<file path="config.mk">
export PLATFORM = sky130hd
export DESIGN_NAME = boot_data_streamer_flat
export DESIGN_NICKNAME = d
export VERILOG_FILES = /design/src/rtl/ctrl_pkg.sv /design/src/rtl/boot_data_streamer_if.sv /design/src/rtl/boot_data_streamer_byte_packer.sv /design/src/rtl/boot_data_streamer.sv /design/src/flat_wrapper.sv
export SDC_FILE = /design/constraint.sdc
export NUM_CORES = 1
export LEC_CHECK = 0
export CAP_MARGIN = 25
export CORE_MARGIN = 3
export CORE_UTILIZATION = 58
export CTS_CLUSTER_SIZE = 28
export DETAILED_ROUTE_END_ITERATION = 10
export HOLD_SLACK_MARGIN = 0.03
export PLACE_DENSITY = 0.85
export REMOVE_ABC_BUFFERS = 1
export SYNTH_ARGS = -nofsm -noshare
export SYNTH_HDL_FRONTEND = slang
export SYNTH_SLANG_ARGS = --single-unit
</file>
<file path="constraint.sdc">
create_clock -name clk -period 4.3 [get_ports clk]
set_clock_uncertainty 0.15 [all_clocks]
set_input_delay 0.86 -clock clk [delete_from_list [all_inputs] [get_ports clk]]
set_output_delay 0.86 -clock clk [all_outputs]
set_load 0.02 [all_outputs]
</file>
<file path="src/rtl/ctrl_pkg.sv">
// ---------------------------------------------------------------------------
// ctrl_pkg
// Constants shared by the control-module blocks (ck16 domain).
// Holds the boot data streamer state encoding and the byte-lane selection
// helpers used when packing SD-card bytes into 32-bit boot words.
// No ports: package only.
// ---------------------------------------------------------------------------
package ctrl_pkg;

   // Boot data streamer FSM states
   typedef enum logic [2:0] {
      ST_IDLE,
      ST_FILL,
      ST_OFFER,
      ST_WAIT_REQ_LOW,
      ST_DONE
   } bds_state_e;

   // Byte index of the last byte of a word, and the highest byte lane
   localparam logic [1:0] BDS_IDX_LAST = 2'd3;
   localparam logic [1:0] BDS_LANE_TOP = 2'd3;

   // Maps the running byte index onto a byte lane of the 32-bit word.
   // With first_msb set, byte 0 lands in [31:24]; otherwise in [7:0].
   function automatic logic [1:0] bds_lane(input logic [1:0] idx, input logic first_msb);
      return first_msb ? (BDS_LANE_TOP - idx) : idx;
   endfunction

endpackage

</file>
<file path="src/rtl/boot_data_streamer_if.sv">
// ---------------------------------------------------------------------------
// boot_data_streamer_if
// Bundles the control, SD byte-stream and host boot-word signals of the
// boot data streamer.
//   slave  : the streamer side (receives start/abort/bytes/req, drives
//            byte_ready, host_bootdata, ack, rom_initialised, busy)
//   master : the environment side (the mirror image)
// ---------------------------------------------------------------------------
interface boot_data_streamer_if #(
   parameter int LEN_W = 17
);
   logic             start;
   logic             abort;
   logic [LEN_W-1:0] word_count;
   logic [7:0]       byte_data;
   logic             byte_valid;
   logic             byte_ready;
   logic [31:0]      host_bootdata;
   logic             host_bootdata_req;
   logic             host_bootdata_ack;
   logic             host_rom_initialised;
   logic             busy;

   modport slave (
      input  start, abort, word_count, byte_data, byte_valid, host_bootdata_req,
      output byte_ready, host_bootdata, host_bootdata_ack, host_rom_initialised, busy
   );

   modport master (
      output start, abort, word_count, byte_data, byte_valid, host_bootdata_req,
      input  byte_ready, host_bootdata, host_bootdata_ack, host_rom_initialised, busy
   );
endinterface

</file>
<file path="src/rtl/boot_data_streamer_byte_packer.sv">
// ---------------------------------------------------------------------------
// byte_packer
// Assembles accepted bytes into a 32-bit word. A 2-bit index selects the
// byte lane; on the fourth byte the completed word is copied to word_out,
// which then holds until the next word completes.
// Ports:
//   clk, reset  : clock, asynchronous active-high reset
//   clear       : restart the index at byte 0 (partial word discarded)
//   accept      : a byte is transferred this cycle
//   byte_data   : the byte being transferred
//   word_done   : this accepted byte completes a word
//   word_out    : last completed word
// ---------------------------------------------------------------------------
module byte_packer
   import ctrl_pkg::*;
#(
   parameter bit FIRST_MSB = 1'b1
) (
   input  logic        clk,
   input  logic        reset,
   input  logic        clear,
   input  logic        accept,
   input  logic [7:0]  byte_data,
   output logic        word_done,
   output logic [31:0] word_out
);

   logic [1:0]  idx_q, idx_d;
   logic [31:0] buf_q, buf_d;
   logic [31:0] word_q, word_d;
   logic [1:0]  lane;

   // Lane write and index advance. The completed word is taken from buf_d
   // so the fourth byte is included in the same cycle it arrives.
   always_comb begin
      lane      = bds_lane(idx_q, FIRST_MSB);
      idx_d     = idx_q;
      buf_d     = buf_q;
      word_d    = word_q;
      word_done = 1'b0;
      if (clear) begin
         idx_d = '0;
      end else if (accept) begin
         buf_d[{lane, 3'b000} +: 8] = byte_data;
         idx_d = idx_q + 2'd1;
         if (idx_q == BDS_IDX_LAST) begin
            word_done = 1'b1;
            word_d    = buf_d;
         end
      end
   end

   always_ff @(posedge clk or posedge reset) begin
      if (reset) begin
         idx_q  <= '0;
         buf_q  <= '0;
         word_q <= '0;
      end else begin
         idx_q  <= idx_d;
         buf_q  <= buf_d;
         word_q <= word_d;
      end
   end

   assign word_out = word_q;

endmodule

</file>
<file path="src/rtl/boot_data_streamer.sv">
// ---------------------------------------------------------------------------
// boot_data_streamer
// Streams word_count 32-bit boot words, packed from SD sector bytes, to the
// core ROM loader using a req/ack handshake. Each ack needs a fresh rising
// req, and host_rom_initialised rises once all words have been delivered.
// Ports:
//   clk, reset : ck16 clock, asynchronous active-high reset
//   bus        : boot_data_streamer_if.slave (control, byte stream, host)
// ---------------------------------------------------------------------------
module boot_data_streamer
   import ctrl_pkg::*;
#(
   parameter int LEN_W     = 17,
   parameter bit FIRST_MSB = 1'b1
) (
   input  logic                clk,
   input  logic                reset,
   boot_data_streamer_if.slave bus
);

   bds_state_e       state_q, state_d;
   logic [LEN_W-1:0] remaining_q, remaining_d;
   logic             fill_ready;
   logic             accept;
   logic             ack;
   logic             pack_clear;
   logic             word_done;
   logic [31:0]      word_out;

   // Handshake outputs are decoded from the state; abort suppresses them at
   // once so no byte or word is transferred in the cycle being cancelled.
   assign fill_ready = (state_q == ST_FILL) && !bus.abort;
   assign accept     = fill_ready && bus.byte_valid;
   assign ack        = (state_q == ST_OFFER) && bus.host_bootdata_req && !bus.abort;

   assign bus.byte_ready           = fill_ready;
   assign bus.host_bootdata_ack    = ack;
   assign bus.host_bootdata        = word_out;
   assign bus.host_rom_initialised = (state_q == ST_DONE) && !bus.start && !bus.abort;
   assign bus.busy                 = (state_q == ST_FILL) || (state_q == ST_OFFER) ||
                                     (state_q == ST_WAIT_REQ_LOW);

   byte_packer #(
      .FIRST_MSB (FIRST_MSB)
   ) u_packer (
      .clk       (clk),
      .reset     (reset),
      .clear     (pack_clear),
      .accept    (accept),
      .byte_data (bus.byte_data),
      .word_done (word_done),
      .word_out  (word_out)
   );

   // Next-state logic. remaining only decrements in OFFER where it is at
   // least 1, so it can never wrap; reaching 0 on an ack ends the transfer.
   always_comb begin
      state_d     = state_q;
      remaining_d = remaining_q;
      pack_clear  = 1'b0;
      case (state_q)
         ST_IDLE, ST_DONE: begin
            if (bus.start) begin
               pack_clear = 1'b1;
               if (bus.word_count == '0) begin
                  state_d = ST_DONE;
               end else begin
                  remaining_d = bus.word_count;
                  state_d     = ST_FILL;
               end
            end
         end
         ST_FILL: begin
            if (word_done) state_d = ST_OFFER;
         end
         ST_OFFER: begin
            if (ack) begin
               remaining_d = remaining_q - LEN_W'(1);
               state_d     = (remaining_q == LEN_W'(1)) ? ST_DONE : ST_WAIT_REQ_LOW;
            end
         end
         ST_WAIT_REQ_LOW: begin
            if (!bus.host_bootdata_req) state_d = ST_FILL;
         end
         default: state_d = ST_IDLE;
      endcase
      if (bus.abort) begin
         state_d    = ST_IDLE;
         pack_clear = 1'b1;
      end
   end

   always_ff @(posedge clk or posedge reset) begin
      if (reset) begin
         state_q     <= ST_IDLE;
         remaining_q <= '0;
      end else begin
         state_q     <= state_d;
         remaining_q <= remaining_d;
      end
   end

endmodule

</file>
<file path="src/flat_wrapper.sv">
// flat-port wrapper written by rule: the top's interface ports become plain ports
module boot_data_streamer_flat import ctrl_pkg::*;
#(
   parameter int LEN_W     = 17,
   parameter bit FIRST_MSB = 1'b1
)
  (clk, reset, bus_start, bus_abort, bus_word_count, bus_byte_data, bus_byte_valid, bus_host_bootdata_req, bus_byte_ready, bus_host_bootdata, bus_host_bootdata_ack, bus_host_rom_initialised, bus_busy);
  boot_data_streamer_if #(.LEN_W(LEN_W)) bus_i ();
  input  logic clk;
  input  logic reset;
  input wire logic [$bits(bus_i.start)-1:0] bus_start;
  input wire logic [$bits(bus_i.abort)-1:0] bus_abort;
  input wire logic [$bits(bus_i.word_count)-1:0] bus_word_count;
  input wire logic [$bits(bus_i.byte_data)-1:0] bus_byte_data;
  input wire logic [$bits(bus_i.byte_valid)-1:0] bus_byte_valid;
  input wire logic [$bits(bus_i.host_bootdata_req)-1:0] bus_host_bootdata_req;
  output wire logic [$bits(bus_i.byte_ready)-1:0] bus_byte_ready;
  output wire logic [$bits(bus_i.host_bootdata)-1:0] bus_host_bootdata;
  output wire logic [$bits(bus_i.host_bootdata_ack)-1:0] bus_host_bootdata_ack;
  output wire logic [$bits(bus_i.host_rom_initialised)-1:0] bus_host_rom_initialised;
  output wire logic [$bits(bus_i.busy)-1:0] bus_busy;
  assign bus_i.start = bus_start;
  assign bus_i.abort = bus_abort;
  assign bus_i.word_count = bus_word_count;
  assign bus_i.byte_data = bus_byte_data;
  assign bus_i.byte_valid = bus_byte_valid;
  assign bus_i.host_bootdata_req = bus_host_bootdata_req;
  assign bus_byte_ready = bus_i.byte_ready;
  assign bus_host_bootdata = bus_i.host_bootdata;
  assign bus_host_bootdata_ack = bus_i.host_bootdata_ack;
  assign bus_host_rom_initialised = bus_i.host_rom_initialised;
  assign bus_busy = bus_i.busy;
  boot_data_streamer #(.LEN_W(LEN_W), .FIRST_MSB(FIRST_MSB)) u_core (.clk(clk), .reset(reset), .bus(bus_i));
endmodule
</file>
==> run metrics, run 1 <==
most common cell in the netlist=dfrtp_1; initial antenna violation count=0; CTS H-tree depth=3; number of synthesized flops with an enable pin=0; Slew @ Worst Pin=~0.93 ns; hold buffer count at cts=0; class of the worst hold path=flip-flop to flip-flop; IO buf count=66; synth-to-layout area growth=20.0%; Max Freq=around 270 MHz; clk_lat worst skew=0.35 ns; RSZ-0062 raised after global routing=no; Cell Pwr Density=409 nW/um^2; ant diodes=0; CTS tree=built; Synth Area in Simple Gates=roughly a fifth; post-DR vias/cell=around 6; Leak=around 2.2 nW; Routability Congestion=~0.89; post-synth top area share=between 40% and 50%; gr usage total=between 20% and 30%; Clock Path Buffers=2; Top-Level Pins=67; first-pass GRT wire length=roughly 16,000 um; Distinct cells, synth=50; Routed met2 length=4910 um; setup violators final=0; Critical Path Source Type=input pin; Crit path largest cell delay=a little over 0.7 ns; Die X=92.3 um; synthesized area per cell=9.41 um^2; Synth Cell Area=approximately 4300 um^2; Mapped Cells=roughly 460; post-synthesis mux area share=less than 1%; final hold violations=0; Max VDD drop=roughly 0.00028 V; floorplan row count=30; pre-CTS WS=0.630 ns; ys async rst share=between 90% and 100%; Seq cells post-synth=between 80 and 90; Top Metal Used=met4; Die H=92.3 um; cell seen most often among critical-path stages=clkdlybuf4s50_1; top cells by area, synth=dfrtp_1 (50%), a22o_1 (6.7%), o21ai_0 (6.6%); clock period minus worst slack=3.70 ns; Yosys top cell by area=dfrtp_1; largest net degree at the start of global routing=between 50 and 60; iteration-0 DRC count of the detailed router=around 250; most frequent cells after synthesis=dfrtp_1 (86), o21ai_0 (57), a21oi_1 (52); HPWL after detailed placement=between 7000 and 8000 um; PostCTS Resize Cnt=0; CP max-delay cell=clkdlybuf4s50_1; period utilization=a little under nine tenths; register area share after synthesis=between 40 and 50%; Met1 Wirelength=4390 um; metal3 WL=around 530 um; total negative slack=0 ns; critical-path cell list=clkdlybuf4s50_1 -> nor4b_2 -> clkdlybuf4s50_1; CP endpoint kind=primary output; Synth Area in Adders=under 10%; Main synth FF type=dfrtp_1; largest family of logic cells by synthesized area=compound AO/OA/AOI/OAI gates; final worst setup slack=around 0.60 ns; Max-slew headroom=around 38%; DR pass1 iterations=5; Critical Path AT=~2.7 ns; antenna viol nets, final=0; root buf cell=clkbuf_8; Remaining Overflow, GRT=0; cts bufs inserted=9; layout cells sized above 1=between 6 and 7%; Clock transition at path regs=approximately 0.09 ns; final WL=roughly 10,000 um; Post-Synth XOR/XNOR Area=0.203%; # DRC=0; CP Max Fanout=10; Final Max Tran Viols=0; CTS sink count=between 80 and 90; Synthesis Warnings=0; full die area=between 8000 and 9000 um^2; vias in the first global route=roughly 3,500; post-CTS setup buffer count=0; Final #Nets=543; outcome=finished clean; Max Cap Violations=0; initial cell density of the core=roughly three fifths; via count=around 3,700; drt wl/cell=approximately 17 um; Crit Path Category=input pin to primary output; WP data required=between 3 and 4 ns; Compound-Gate Fraction of Synth Area=a little under a quarter; area of the core=around 7000 um^2
-- logic make-up (layout without fill, tap and decap cells) --
group,Yosys count,after routing
fa+ha+maj,7,7
flops,86,86
buf+inv,44,95
mux,2,2
xor+xnor,1,1
compound gates,165,165
simple gates,154,154
-- layout make-up --
type                            instances  area, um^2
Fill cell                             514        1830
Timing Repair Buffer                   71         698
Clock buffer                            9         124
Multi-Input combinational cell        329        1980
Inverter                                8        31.3
Clock inverter                          7        80.1
Tap cell                               96         120
Sequential cell                        86        2150
-- through the flow --
| stage | area (um^2) | std cells | total power [mW] | utilization, % | hold slack (ns) |
|---|---|---|---|---|---|
| after floorplan | 4160 | 423 | 1.37 | - | 0.308 |
| after global placement | 4980 | 590 | 1.52 | 71.0 | 0.310 |
| after detailed placement | 4980 | 590 | 1.55 | 71.0 | 0.319 |
| after CTS | 5180 | 606 | 2.13 | 73.9 | 0.340 |
| after global routing | 5180 | 606 | 2.24 | 73.9 | 0.364 |
| final | 5180 | 606 | 2.12 | 73.9 | 0.334 |
-- worst paths after layout --
kind	start	endpoint	slack, ns	cells past startpoint
setup / recovery	bus_abort	bus_byte_ready	0.60	3
hold / removal	u_core.u_packer.word_out[14]$_DFFE_PP0P_	u_core.u_packer.word_out[14]$_DFFE_PP0P_	0.33	2
setup reg to reg	u_core.u_packer.idx_q[0]$_DFFE_PP0P_	u_core.u_packer.buf_q[3]$_DFFE_PP0P_	1.62	5
hold reg to reg	u_core.u_packer.word_out[14]$_DFFE_PP0P_	u_core.u_packer.word_out[14]$_DFFE_PP0P_	0.33	2
max in group asynchronous	reset	u_core.u_packer.word_out[10]$_DFFE_PP0P_	2.56	3
min in group asynchronous	reset	u_core.remaining_q[1]$_DFFE_PP0P_	0.65	2
-- power by group --
| part | total (mW) | internal [mW] | switching [mW] |
|---|---|---|---|
| combinational | 0.490 | 0.219 | 0.272 |
| sequential | 1.05 | 0.928 | 0.123 |
| clock | 0.579 | 0.274 | 0.305 |
| total | 2.12 | 1.42 | 0.700 |
-- per-layer routing --
layer / vias to the layer above / track usage [%]
met5: - / 0
li1: 1739 / -
met4: 0 / 9.03
met2: 124 / 41.1
met1: 1774 / 31.0
met3: 16 / 4.71
-- state kept, by name, summed over array words and instances, names as in the netlist --
| name | cells |
|---|---|
| u_core.u_packer.word_out | 32 |
| u_core.remaining_q | 17 |
| u_core.u_packer.buf_q | 32 |
| u_core.u_packer.idx_q | 2 |
| u_core.state_q | 3 |
-- critical path, delay by kind of cell --
family                 cells  cell delay (ns)
and+or+nand+nor            1             0.54
buffers and inverters      2             1.29
-- layout by cell type, fill, tap and decap left out, types with 3 or more instances in the layout --
cell,netlist,routed
or4_1,7,7
a22oi_1,5,5
or3_1,3,3
a21oi_1,52,52
clkdlybuf4s50_1,0,66
nand2b_1,3,3
ha_1,7,7
dfrtp_1,86,86
clkbuf_8,0,9
and3_1,4,4
and2_1,3,3
a22o_1,33,33
nand2_1,45,45
nor4_1,3,3
nor2_1,26,26
o21ai_0,57,57
o22a_1,3,3
nor3_1,12,12
inv_1,8,7
buf_4,2,5
nor2b_1,33,33
Power figures use the tool's default switching activity.
==> run 2, diff against run 1 <==
Settings changed: REMOVE_ABC_BUFFERS 1 to not set, SLEW_MARGIN set to 5.
==> run 2 against run 1 <==
Against the previous run: register-to-register slack hardly changed; total power is 0.41% higher; final cell count is 0.33% higher; largest cell class unchanged.
==> run metrics, run 2 (same netlist as run 1, synthesis figures left out) <==
DR pass1 iterations=5 (unchanged); M2 GR Usage=41.8% (+0.79 points); Critical Path AT=2.61 ns (-0.08 ns); final hold violations=0 (unchanged); RSZ-0062 raised after global routing=no; Clk pwr share=26.9% (-0.4 points); clock period minus worst slack=3.62 ns (-0.0792 ns); cell seen most often among critical-path stages=clkdlybuf4s50_1; synth-to-layout area growth=21.0%; Leak=2.23 nW (+1.2%); # fillers=512 (-0.39%); # DRC=0 (unchanged); R2R depth=6 (+1); Clock Path Buffers=2 (unchanged); Critical Path Source Type=input pin; Remaining Overflow, GRT=0 (unchanged); hold buffer count at cts=0 (unchanged); critical-path cell list=clkdlybuf4s50_1 -> xnor2_1 -> a21oi_1 -> nor2_1 -> nand2_1 -> inv_1 -> clkdlybuf4s50_1; largest net degree at the start of global routing=59 (+11%); IO buf count=66 (unchanged); Max-slew headroom=39.0% (+1.1 points); CTS H-tree depth=3 (unchanged); gr usage total=24.6% (+0.30 points); Routability Congestion=0.863 (-3.0%); drt wl/cell=16.8 um (+1.3%); floorplan row count=30 (unchanged); register area=2150 um^2 (unchanged); area post-placement=5000 um^2 (+0.40%); cts bufs inserted=9 (unchanged); WP data required=3.29 ns (about the same); Sequential Power Share=49.3% (-0.3 points); Internal Power=1.43 mW (+0.39%); most common cell after layout, fill and taps aside=dfrtp_1; Multi-input gate area=1980 um^2 (unchanged); final worst setup slack=0.683 ns (+0.0792 ns); iteration-0 DRC count of the detailed router=240 (-2.4%); Crit path largest cell delay=0.59 ns (-0.13 ns); Clock transition at path regs=0.09 ns (about the same); full die area=8520 um^2 (unchanged); class of the worst hold path=flip-flop to flip-flop; outcome=finished clean; post-DR vias/cell=6.07 (+0.76%); Max VDD drop=0.000248 V (-11%); Die X=92.3 um (unchanged); Max Freq=277 MHz (+2.2%); area of the core=7020 um^2 (unchanged); initial antenna violation count=0 (unchanged); pre-CTS WS=0.686 ns (+0.0568 ns); GRT busiest layer=met2; Final Max Tran Viols=0 (unchanged); Max Cap Violations=0 (unchanged); CP endpoint kind=primary output; initial cell density of the core=61.5% (unchanged); CTS sink count=86 (unchanged); Final #Nets=545 (+0.37%); CP Max Fanout=4 (-6); antenna viol nets, final=0 (unchanged); met3 Usage GRT=3.33% (-1.4 points); vias in the first global route=3,521 (+1.0%); setup violators final=0 (unchanged); final WL=10,200 um (+1.7%); ant diodes=0 (unchanged); switching share of power=33.0% (about the same); layout cells sized above 1=6.64% (+0.17 points); fin area=5230 um^2 (+0.77%); switching power=0.703 mW (+0.44%); period utilization=84.1% (-1.8 points); Comb power frac=23.8% (+0.7 points); HPWL after detailed placement=7090 um (about the same); post-CTS setup buffer count=0 (unchanged); Crit Path Category=input pin to primary output; final total power=2.13 mW (+0.41%); total negative slack=0 ns (unchanged); CTS tree=built; Top-Level Pins=67 (unchanged); via count=3,693 (+1.1%); clk_lat worst skew=0.35 ns (about the same); root buf cell=clkbuf_8; hold depth=2 (unchanged); Cell Pwr Density=408 nW/um^2 (-0.36%); met1 GRT Util=31.7% (+0.69 points); most frequent cells in the layout=dfrtp_1 (86), clkdlybuf4s50_1 (66), o21ai_0 (57); first-pass GRT wire length=16,800 um (+1.8%); syn_nets=497; Slew @ Worst Pin=0.909 ns (-0.0166 ns); CP max-delay cell=clkdlybuf4s50_1; PostCTS Resize Cnt=0 (unchanged); Die H=92.3 um (unchanged)
-- run 2: cell types whose count changed in the layout (fill, tap and decap cells not counted) --
cell        change
buf_16          +1
clkbuf_1        +1
clkinvlp_4      -1
buf_12          +1
inv_6           +1
clkinv_4        -2
clkinv_2        +1
-- run 2: power by group through the flow --
stage / sequential [mW] / clock [mW] / combinational, mW
6_report: 1.05 / 0.573 / 0.507
5_1_grt: 1.07 / 0.611 / 0.563
4_1_cts: 1.04 / 0.579 / 0.502
3_5_place_dp: 1.06 / 0 / 0.498
3_3_place_gp: 1.05 / 0 / 0.476
2_1_floorplan: 1.02 / 0 / 0.387
-- run 2: per-layer routing --
metal	part of all wire, %	up-vias
met4	2.4	0
met1	41	1779
li1	-	1742
met3	6.7	21
met2	49	151
met5	0	-
-- run 2: layout make-up --
type | count | share of cell area (%)
clock buffers | 10 | 2.44
inverters | 8 | 0.599
repair buffers | 73 | 14.3
multi-input cells | 329 | 37.9
well taps | 96 | 2.30
clock inverters | 6 | 1.32
flip-flops and latches | 86 | 41.2
-- run 2: path summary, 6_finish.rpt --
| kind | to | slack (ns) | startpoint |
|---|---|---|---|
| setup reg to reg | u_core.u_packer.buf_q[15]$_DFFE_PP0P_ | 1.62 | u_core.u_packer.idx_q[0]$_DFFE_PP0P_ |
| max in group asynchronous | u_core.u_packer.buf_q[26]$_DFFE_PP0P_ | 2.95 | reset |
| min in group asynchronous | u_core.u_packer.word_out[2]$_DFFE_PP0P_ | 0.57 | reset |
| hold / removal | u_core.u_packer.word_out[10]$_DFFE_PP0P_ | 0.33 | u_core.u_packer.word_out[10]$_DFFE_PP0P_ |
| setup / recovery | bus_host_rom_initialised | 0.68 | bus_host_bootdata_req |
| hold reg to reg | u_core.u_packer.word_out[10]$_DFFE_PP0P_ | 0.33 | u_core.u_packer.word_out[10]$_DFFE_PP0P_ |
-- run 2: critical path, delay by kind of cell --
| kind | cells | cell delay [ns] |
|---|---|---|
| AO/OA/AOI/OAI | 1 | 0.11 |
| XOR/XNOR | 1 | 0.15 |
| buffers and inverters | 3 | 1.16 |
| AND/OR/NAND/NOR | 2 | 0.32 |
-- run 2: per-stage QoR --
step	hold slack, ns	utilization (%)	std cells
2_1_floorplan	0.308	-	459
3_3_place_gp	0.311	71.2	591
3_5_place_dp	0.319	71.2	591
4_1_cts	0.339	74.0	607
5_1_grt	0.365	74.4	608
6_report	0.333	74.4	608
==> run 3, diff against run 2 <==
Settings changed: CORE_UTILIZATION 58 to 54, PLACE_DENSITY 0.85 to 0.8.
Clock period 4.3 ns to 3.7 ns, I/O delays scaled along.
==> run 3 against run 2 <==
Against the previous run: global-route usage is 1.9 points lower; setup slack got worse by 0.32 ns; hold slack worse by 0.0033 ns; sequential power increased by 16%; core utilization fell by 4.1 points; sequential share of layout area down 0.29 points; final cell count increased by 0.82%; count of clock-buffer cells in the layout increased by 1; critical endpoint unchanged; largest cell class unchanged.
==> run metrics, run 3 (same netlist as run 1, synthesis figures left out) <==
outcome=finished clean; Cell Pwr Density=483 nW/um^2 (+18%); drt wl/cell=15.9 um (-5.4%); most frequent cells in the layout=dfrtp_1 (86), clkdlybuf4s50_1 (66), o21ai_0 (57); Max-slew headroom=43.0% (+4.0 points); Clock Path Buffers=2 (unchanged); final WL=9730 um (-4.6%); Crit Path Category=input pin to primary output; post-DR vias/cell=5.83 (-4.1%); Final #Nets=547 (+0.37%); synth-to-layout area growth=21.8%; layout cells sized above 1=7.00% (+0.36 points); Crit path largest cell delay=0.59 ns (about the same); PostCTS Resize Cnt=0 (unchanged); Routability Congestion=0.852 (-1.3%); gr usage total=22.7% (-1.9 points); syn_nets=497 (unchanged); Multi-input gate area=1980 um^2 (unchanged); CTS tree=built; Critical Path Source Type=input pin; antenna viol nets, final=0 (unchanged); placed cells=597 (+1.0%); Leak=2.25 nW (+0.87%); CP max-delay cell=clkdlybuf4s50_1; root buf cell=clkbuf_8; vias in the first global route=3,367 (-4.4%); cell seen most often among critical-path stages=clkdlybuf4s50_1; period utilization=between 90% and 100%; Max Cap Violations=0 (unchanged); total negative slack=0 ns (unchanged); class of the worst hold path=flip-flop to flip-flop; Critical Path AT=2.45 ns (-0.16 ns); Hold Slack=0.330 ns (-0.00328 ns); WP data required=2.81 ns (-0.48 ns); WP buf/inv=3 (unchanged); clk_lat worst skew=0.35 ns (about the same); # fillers=580 (+13%); iteration-0 DRC count of the detailed router=217 (-9.6%); cts bufs inserted=9 (unchanged); most common cell after layout, fill and taps aside=dfrtp_1; Remaining Overflow, GRT=0 (unchanged); Die X=95.4 um (+3.4%); first-pass GRT wire length=16,300 um (-2.8%); Non-Filler Instances=613 (+0.82%); floorplan row count=31 (+3.3%); Max Freq=300 MHz; CTS sink count=86 (unchanged); via count=3,572 (-3.3%); largest net degree at the start of global routing=47 (-20%); Clock transition at path regs=0.09 ns (about the same); Top-Level Pins=67 (unchanged); clock period minus worst slack=around 3.3 ns; CP endpoint kind=primary output; critical-path cell list=clkdlybuf4s50_1 -> xnor2_1 -> a21oi_1 -> nor2_1 -> nand2_1 -> inv_1 -> clkdlybuf4s50_1; initial antenna violation count=0 (unchanged); # DRC=0 (unchanged); ant diodes=0 (unchanged); initial cell density of the core=57.7% (-3.8 points); RSZ-0062 raised after global routing=no; Final Max Tran Viols=0 (unchanged); Slew @ Worst Pin=0.852 ns (-0.0568 ns); final worst setup slack=0.363 ns (-0.320 ns); IO buf count=66 (unchanged); full die area=9110 um^2 (+6.9%); pre-CTS WS=0.390 ns (-0.296 ns); CTS H-tree depth=3 (unchanged); top cell family by delay on the critical path=buffers and inverters; Max VDD drop=0.000312 V (+26%); final hold violations=0 (unchanged); CP Max Fanout=4 (unchanged); HPWL after detailed placement=6780 um (-4.5%); setup violators final=0 (unchanged); DR pass1 iterations=4 (-1); register area=2150 um^2 (unchanged); Die H=95.4 um (+3.4%); hold buffer count at cts=0 (unchanged); post-CTS setup buffer count=0 (unchanged); area of the core=7490 um^2 (+6.6%)
[run 3: changes by cell type in the layout (fill, tap and decap cells not counted)]
cell and change:
buf_12 +1, buf_16 -1, buf_4 +2, clkbuf_8 +1, inv_6 -2, bufinv_16 +1
[run 3: worst paths after layout]
path / endpoint / start / depth (start not counted) / slack (ns)
max in group asynchronous: u_core.u_packer.buf_q[19]$_DFFE_PP0P_ / reset / 3 / 2.08
setup reg to reg: u_core.remaining_q[2]$_DFFE_PP0P_ / u_core.state_q[1]$_DFFE_PP0P_ / 6 / 1.36
hold reg to reg: u_core.u_packer.word_out[16]$_DFFE_PP0P_ / u_core.u_packer.word_out[16]$_DFFE_PP0P_ / 2 / 0.33
min in group asynchronous: u_core.remaining_q[5]$_DFFE_PP0P_ / reset / 2 / 0.65
hold / removal: u_core.u_packer.word_out[16]$_DFFE_PP0P_ / u_core.u_packer.word_out[16]$_DFFE_PP0P_ / 2 / 0.33
setup / recovery: bus_host_rom_initialised / bus_host_bootdata_req / 7 / 0.36
[run 3: report_power, final]
part / total [mW] / switching (mW) / internal, mW
Clock: 0.733 / 0.333 / 0.400
Combinational: 0.592 / 0.321 / 0.270
Sequential: 1.22 / 0.138 / 1.08
Total: 2.54 / 0.792 / 1.75
[run 3: metrics by stage]
stage               total power [mW]  utilization, %  cell area [um^2]
floorplan                       1.63               -              4320
CTS                             2.55            70.3              5260
finish                          2.54            70.3              5260
detailed placement              1.81            67.3              5040
global route                    2.69            70.3              5260
global placement                1.79            67.3              5040
[run 3: routing by layer]
layer	track usage (%)	share of wire, %
met1	31.6	45
met2	36.3	48
met3	4.74	5.9
met4	5.81	0.63
met5	0	0
[run 3: worst min-delay path, stage by stage (launching register included)]
cell and delay [ns]:
dfrtp_1 0.35, nand2_1 0.04, o21ai_0 0.05
[run 3: cell type report]
cell class	count	share of cell area [%]
clock buffers	11	2.69
clock inverters	5	1.55
inverters	8	0.594
multi-input cells	329	37.6
flip-flops and latches	86	40.9
well taps	99	2.35
repair buffers	75	14.3
